===== config.mk =====
export PLATFORM = sky130hd
export DESIGN_NAME = program_loader
export DESIGN_NICKNAME = d
export VERILOG_FILES = /design/src/rtl/program_loader.sv
export SDC_FILE = /design/constraint.sdc
export NUM_CORES = 1
export LEC_CHECK = 0
export CAP_MARGIN = 20
export CELL_PAD_IN_SITES_DETAIL_PLACEMENT = 1
export CELL_PAD_IN_SITES_GLOBAL_PLACEMENT = 2
export CORE_ASPECT_RATIO = 2
export CORE_UTILIZATION = 37
export CTS_CLUSTER_DIAMETER = 80
export DETAILED_ROUTE_END_ITERATION = 10
export PLACE_DENSITY_LB_ADDON = 0.1
export SYNTH_ARGS = -nofsm -noshare
export SYNTH_HDL_FRONTEND = slang
export SYNTH_SLANG_ARGS = --single-unit

===== constraint.sdc =====
create_clock -name clk -period 3.1 [get_ports clk]
set_clock_uncertainty 0.15 [all_clocks]
set_input_delay 0.775 -clock clk [delete_from_list [all_inputs] [get_ports clk]]
set_output_delay 0.775 -clock clk [all_outputs]
set_load 0.005 [all_outputs]

===== src/rtl/program_loader.sv =====
`default_nettype none
// ============================================================================
// Module   : program_loader
// Brief    : Boot loader that turns a framed, checksummed byte stream into
//            instruction-memory writes and releases the CPU once verified.
// Revision : 1.0
// ============================================================================
module program_loader #(
    parameter int INSTR_W = 19,
    parameter int ADDR_W  = 12
) (
    input  logic               clk,
    input  logic               rst,
    input  logic               start,
    input  logic [7:0]         in_data,
    input  logic               in_valid,
    output logic               in_ready,
    output logic               imem_we,
    output logic [ADDR_W-1:0]  imem_addr,
    output logic [INSTR_W-1:0] imem_wdata,
    output logic               cpu_rst_n,
    output logic               busy,
    output logic               done,
    output logic               error
);

    localparam int          BYTES       = (INSTR_W + 7) / 8;
    localparam int          BCNT_W      = (BYTES > 2) ? $clog2(BYTES) : 1;
    localparam logic [32:0] c_max_words = 33'd1 << ADDR_W;
    localparam logic [BCNT_W-1:0] c_last_byte = BCNT_W'(BYTES - 1);

    typedef enum logic [2:0] {
        S_IDLE    = 3'd0,
        S_LEN_HI  = 3'd1,
        S_LEN_LO  = 3'd2,
        S_PAYLOAD = 3'd3,
        S_CHECK   = 3'd4,
        S_RUN     = 3'd5,
        S_ERR     = 3'd6
    } state_t;

    state_t              r_state;
    state_t              w_state_next;
    logic [15:0]         r_len;
    logic [15:0]         r_word_idx;
    logic [BCNT_W-1:0]   r_byte_cnt;
    logic [7:0]          r_xor;
    // Only the low INSTR_W-8 bits of earlier bytes can survive into a word.
    logic [INSTR_W-9:0]  r_shift;
    logic                r_imem_we;
    logic [ADDR_W-1:0]   r_imem_addr;
    logic [INSTR_W-1:0]  r_imem_wdata;
    logic                r_cpu_rst_n;
    logic                r_done;
    logic                r_error;

    logic                w_busy;
    logic                w_accept;
    logic                w_start_ok;
    logic                w_last_byte;
    logic                w_last_word;
    logic [15:0]         w_len;
    logic [INSTR_W-1:0]  w_word;

    assign w_busy      = (r_state == S_LEN_HI) || (r_state == S_LEN_LO) ||
                         (r_state == S_PAYLOAD) || (r_state == S_CHECK);
    assign w_accept    = w_busy && in_valid;
    assign w_start_ok  = start && !w_busy;
    assign w_last_byte = (r_byte_cnt == c_last_byte);
    assign w_last_word = (r_word_idx == (r_len - 16'd1));
    assign w_len       = {r_len[15:8], in_data};
    assign w_word      = {r_shift, in_data};

    always_comb begin
        w_state_next = r_state;
        case (r_state)
            S_IDLE, S_RUN, S_ERR: begin
                if (start) w_state_next = S_LEN_HI;
            end
            S_LEN_HI: begin
                if (w_accept) w_state_next = S_LEN_LO;
            end
            S_LEN_LO: begin
                if (w_accept) begin
                    if ({17'd0, w_len} > c_max_words) w_state_next = S_ERR;
                    else if (w_len == 16'd0)          w_state_next = S_CHECK;
                    else                              w_state_next = S_PAYLOAD;
                end
            end
            S_PAYLOAD: begin
                if (w_accept && w_last_byte && w_last_word) w_state_next = S_CHECK;
            end
            S_CHECK: begin
                if (w_accept) w_state_next = (in_data == r_xor) ? S_RUN : S_ERR;
            end
            default: w_state_next = S_IDLE;
        endcase
    end

    always_ff @(posedge clk or negedge rst) begin
        if (!rst) begin
            r_state      <= S_IDLE;
            r_len        <= 16'd0;
            r_word_idx   <= 16'd0;
            r_byte_cnt   <= '0;
            r_xor        <= 8'd0;
            r_shift      <= '0;
            r_imem_we    <= 1'b0;
            r_imem_addr  <= '0;
            r_imem_wdata <= '0;
            r_cpu_rst_n  <= 1'b0;
            r_done       <= 1'b0;
            r_error      <= 1'b0;
        end else begin
            r_state     <= w_state_next;
            r_imem_we   <= 1'b0;
            // Status flags track the state being entered on this edge.
            r_done      <= (w_state_next == S_RUN);
            r_cpu_rst_n <= (w_state_next == S_RUN);
            r_error     <= (w_state_next == S_ERR);
            if (w_start_ok) begin
                r_xor      <= 8'd0;
                r_byte_cnt <= '0;
                r_word_idx <= 16'd0;
            end else if (w_accept) begin
                r_xor <= r_xor ^ in_data;
                case (r_state)
                    S_LEN_HI: r_len[15:8] <= in_data;
                    S_LEN_LO: r_len[7:0]  <= in_data;
                    S_PAYLOAD: begin
                        r_shift <= w_word[INSTR_W-9:0];
                        if (w_last_byte) begin
                            r_byte_cnt   <= '0;
                            r_imem_we    <= 1'b1;
                            r_imem_addr  <= ADDR_W'(r_word_idx);
                            r_imem_wdata <= w_word;
                            r_word_idx   <= r_word_idx + 16'd1;
                        end else begin
                            r_byte_cnt <= r_byte_cnt + 1'b1;
                        end
                    end
                    default: ;
                endcase
            end
        end
    end

    assign in_ready   = w_busy;
    assign busy       = w_busy;
    assign imem_we    = r_imem_we;
    assign imem_addr  = r_imem_addr;
    assign imem_wdata = r_imem_wdata;
    assign cpu_rst_n  = r_cpu_rst_n;
    assign done       = r_done;
    assign error      = r_error;

endmodule
`default_nettype wire


==> out/metrics.csv <==
stage,metric,value,unit
status,outcome,"complete, no violations",
power,Net Sw Power,1.62,mW
route,drt pass-1 iters,4,
setup_path,slowest CP cell,or4_1,
floorplan,core region area,11800,sq um
setup_path,WP data arrival,2940,ps
power,Comb pwr share,33.4,%
finish,layout cells sized above 1,25.6,%
setup_path,CP peak stage delay,440,ps
finish,Finished Layout Cells,614,
power,clock network power share,26.2,%
route,Total Wirelength,11400,um
clocking,hold_buf cts,0,
yosys,asr flop ratio synth,100,%
sta,Hold WS,176,ps
finish,"leading cell type in the layout, fill and taps excluded",dfrtp_1,
setup_path,critical path class,primary input to register,
placement,Cells after DPL,598,
route,DRC violations left,0,
global_route,Tot GR Track Use,20.0,%
route,vias per std cell,5.26,
clocking,clock sinks,90,
sta,Setup TNS Final,0,ps
sta,Final Hold Viols,0,
setup_path,crit end category,register,
finish,nets@finish,478,
floorplan,area of the die,12500,sq um
setup_path,critical path peak fanout,2,
power,P_leak,2.37,nW
finish,final instance area,5570,sq um
clocking,TritonCTS clock tree,yes,
clocking,CTS resizes,0,
power,maximum VDD drop,0.439,mV
finish,multi-input combinational cell area,2040,sq um
finish,Fill cells,1298,
placement,"Cell Area, Placed",5230,sq um
yosys,Netlist cell types,58,
global_route,vias in the first global route,3456,
clocking,"CTS clk-pin slew, worst paths",70,ps
floorplan,Rows,56,
placement,gpl congestion,0.771,
floorplan,Die Span Y,157,um
finish,antenna fix cells,0,
placement,IO buf count,48,
yosys,syn nets,415,
setup_path,"Req. time, crit path",3190,ps
yosys,Post-synth EDFFs,0,
floorplan,Ports,49,
power,Internal,3.27,mW
power,switching part of the total,33.1,%
route,Via Count,3229,
run,max cap viols,0,
route,Post-DRT Antenna Nets,0,
clocking,Root Buffer,clkbuf_16,
worst_hold_path,Hold Crit Class,primary input to async pin,
yosys,Mapped Cells,401,
clocking,clk_lat worst skew,340,ps
route,DR WL/cell,18.5,um
placement,Post-DP HPWL,8500,um
clocking,setup bufs post-CTS,0,
global_route,largest net degree at the start of global routing,49,
floorplan,Initial Util,37.9,%
clocking,CTS buffer count,9,
finish,area growth from synthesis to layout,24.8,%
yosys,Synth Flop Type,dfrtp_1,
clocking,Max Root-Sink Buffers,2,
setup_path,Worst setup SP type,primary input,
yosys,"Seq/Total Area, Yosys",50.4,%
sta,"Period Utilization, post-route",92.1,%
global_route,initial antenna violation count,0,
sta,Max-Slew Margin vs Limit,68.5,%
sta,RSZ-0062 raised after global routing,no,
yosys,Seq cells post-synth,90,
finish,most frequent cells in the layout,"dfrtp_1 (90), mux2_2 (57), clkdlybuf4s50_1 (47)",
sta,worst slew pin tran,469,ps
route,drt initial violations,108,
setup_path,worst path cell trace,"clkdlybuf4s50_1, nor4_1, nand3_1, xnor2_1, or4_1, a22oi_1, o31a_1, inv_1",
sta,Fmax,350,MHz
yosys,synthesized area,4470,sq um
global_route,grt total ovfl,0,
setup_path,CP startpoint,in_data[0],
setup_path,Worst R2R Start,r_len[0],
yosys,yosys warns,0,
finish,register area,2250,sq um
clocking,H-Tree Level Count,3,
power,P per Cell Area,876,nW/um^2
setup_path,FF-to-FF setup slack,330,ps
sta,count of final max-slew check failures,0,
power,sequential share of power,40.3,%
sta,setup violators final,0,
global_route,first-pass GRT wire length,18500,um
yosys,syn avg cell area,11.1,sq um
sta,Final min period,2860,ps
floorplan,Die W,79.7,um
==> stage by stage <==
stage | total power, mW | utilization [%] | setup WS, ps
finish | 4.88 | 47.4 | 244
global route | 5.19 | 47.4 | 80.7
CTS | 4.95 | 47.4 | 238
detailed placement | 3.64 | 44.4 | -145
global placement | 3.58 | 44.4 | -63.2
floorplan | 2.94 | - | 444
==> kinds of logic (layout without fill, tap and decap cells) <==
family                     after synthesis  in the layout  synth area share, %
AOI/OAI and AO/OA                       54             54                 7.20
DFF                                     90             90                 50.4
muxes                                   59             59                 14.8
xor gates and xnor gates                42             42                 8.24
adders and majority gates                2              2                0.560
and+or+nand+nor                        120            120                 14.8
buffers and inverters                   34            102                 3.98
==> worst max-delay path, delay by kind of cell <==
kind	cells	cell delay, ps
and+or+nand+nor	3	1070
buffers and inverters	2	470
xor gates and xnor gates	1	160
AOI/OAI and AO/OA	2	470
==> cells in the mapped netlist, types with 4 or more instances <==
master | number | area [sq um]
a21oi_1 | 10 | 50.1
buf_1 | 5 | 18.8
buf_2 | 5 | 25.0
clkbuf_1 | 10 | 37.5
dfrtp_1 | 90 | 2250
inv_1 | 6 | 22.5
mux2_2 | 57 | 642
nand2_1 | 30 | 113
nand2b_1 | 4 | 25.0
nand3_1 | 12 | 60.1
nand4_1 | 7 | 43.8
nor2_1 | 27 | 101
nor3_1 | 5 | 25.0
o21ai_0 | 27 | 135
xnor2_1 | 23 | 201
xor2_1 | 19 | 166
==> routing by layer <==
| metal | vias up | track usage [%] | part of all wire, % |
|---|---|---|---|
| met5 | - | 0 | 0 |
| met1 | 1648 | 22.0 | 39 |
| li1 | 1521 | - | - |
| met2 | 46 | 37.5 | 57 |
| met3 | 14 | 3.30 | 2.2 |
| met4 | 0 | 6.93 | 1.8 |
==> layout make-up <==
| class | count | share of cell area, % |
|---|---|---|
| clock inverters | 7 | 2.22 |
| repair buffers | 79 | 13.0 |
| inverters | 7 | 0.471 |
| well taps | 145 | 3.25 |
| multi-input cells | 277 | 36.6 |
| clock buffers | 9 | 4.04 |
| flip-flops and latches | 90 | 40.4 |
==> sequential cells by signal, indices dropped and copies added (netlist names) <==
signal      count
done            1
error           1
imem_addr      12
imem_wdata     19
imem_we         1
r_byte_cnt      2
r_len          16
r_shift        11
r_state         3
r_word_idx     16
r_xor           8
==> power groups by stage <==
| stage | combinational (mW) | sequential (mW) | clock [mW] |
|---|---|---|---|
| after floorplan | 1.09 | 1.85 | 0 |
| after global placement | 1.62 | 1.96 | 0 |
| after detailed placement | 1.66 | 1.98 | 0 |
| after CTS | 1.67 | 1.97 | 1.32 |
| after global routing | 1.80 | 2.04 | 1.35 |
| final | 1.63 | 1.97 | 1.28 |
==> worst paths after layout <==
kind,cells past startpoint,end
max,8,r_state[2]
min in group clk,1,imem_addr[4]
max reg2reg,9,r_state[0]
min reg2reg,1,imem_addr[4]
min,1,done
max in group asynchronous,2,r_word_idx[1]
Note: power is estimated with default switching activity, not from simulation.
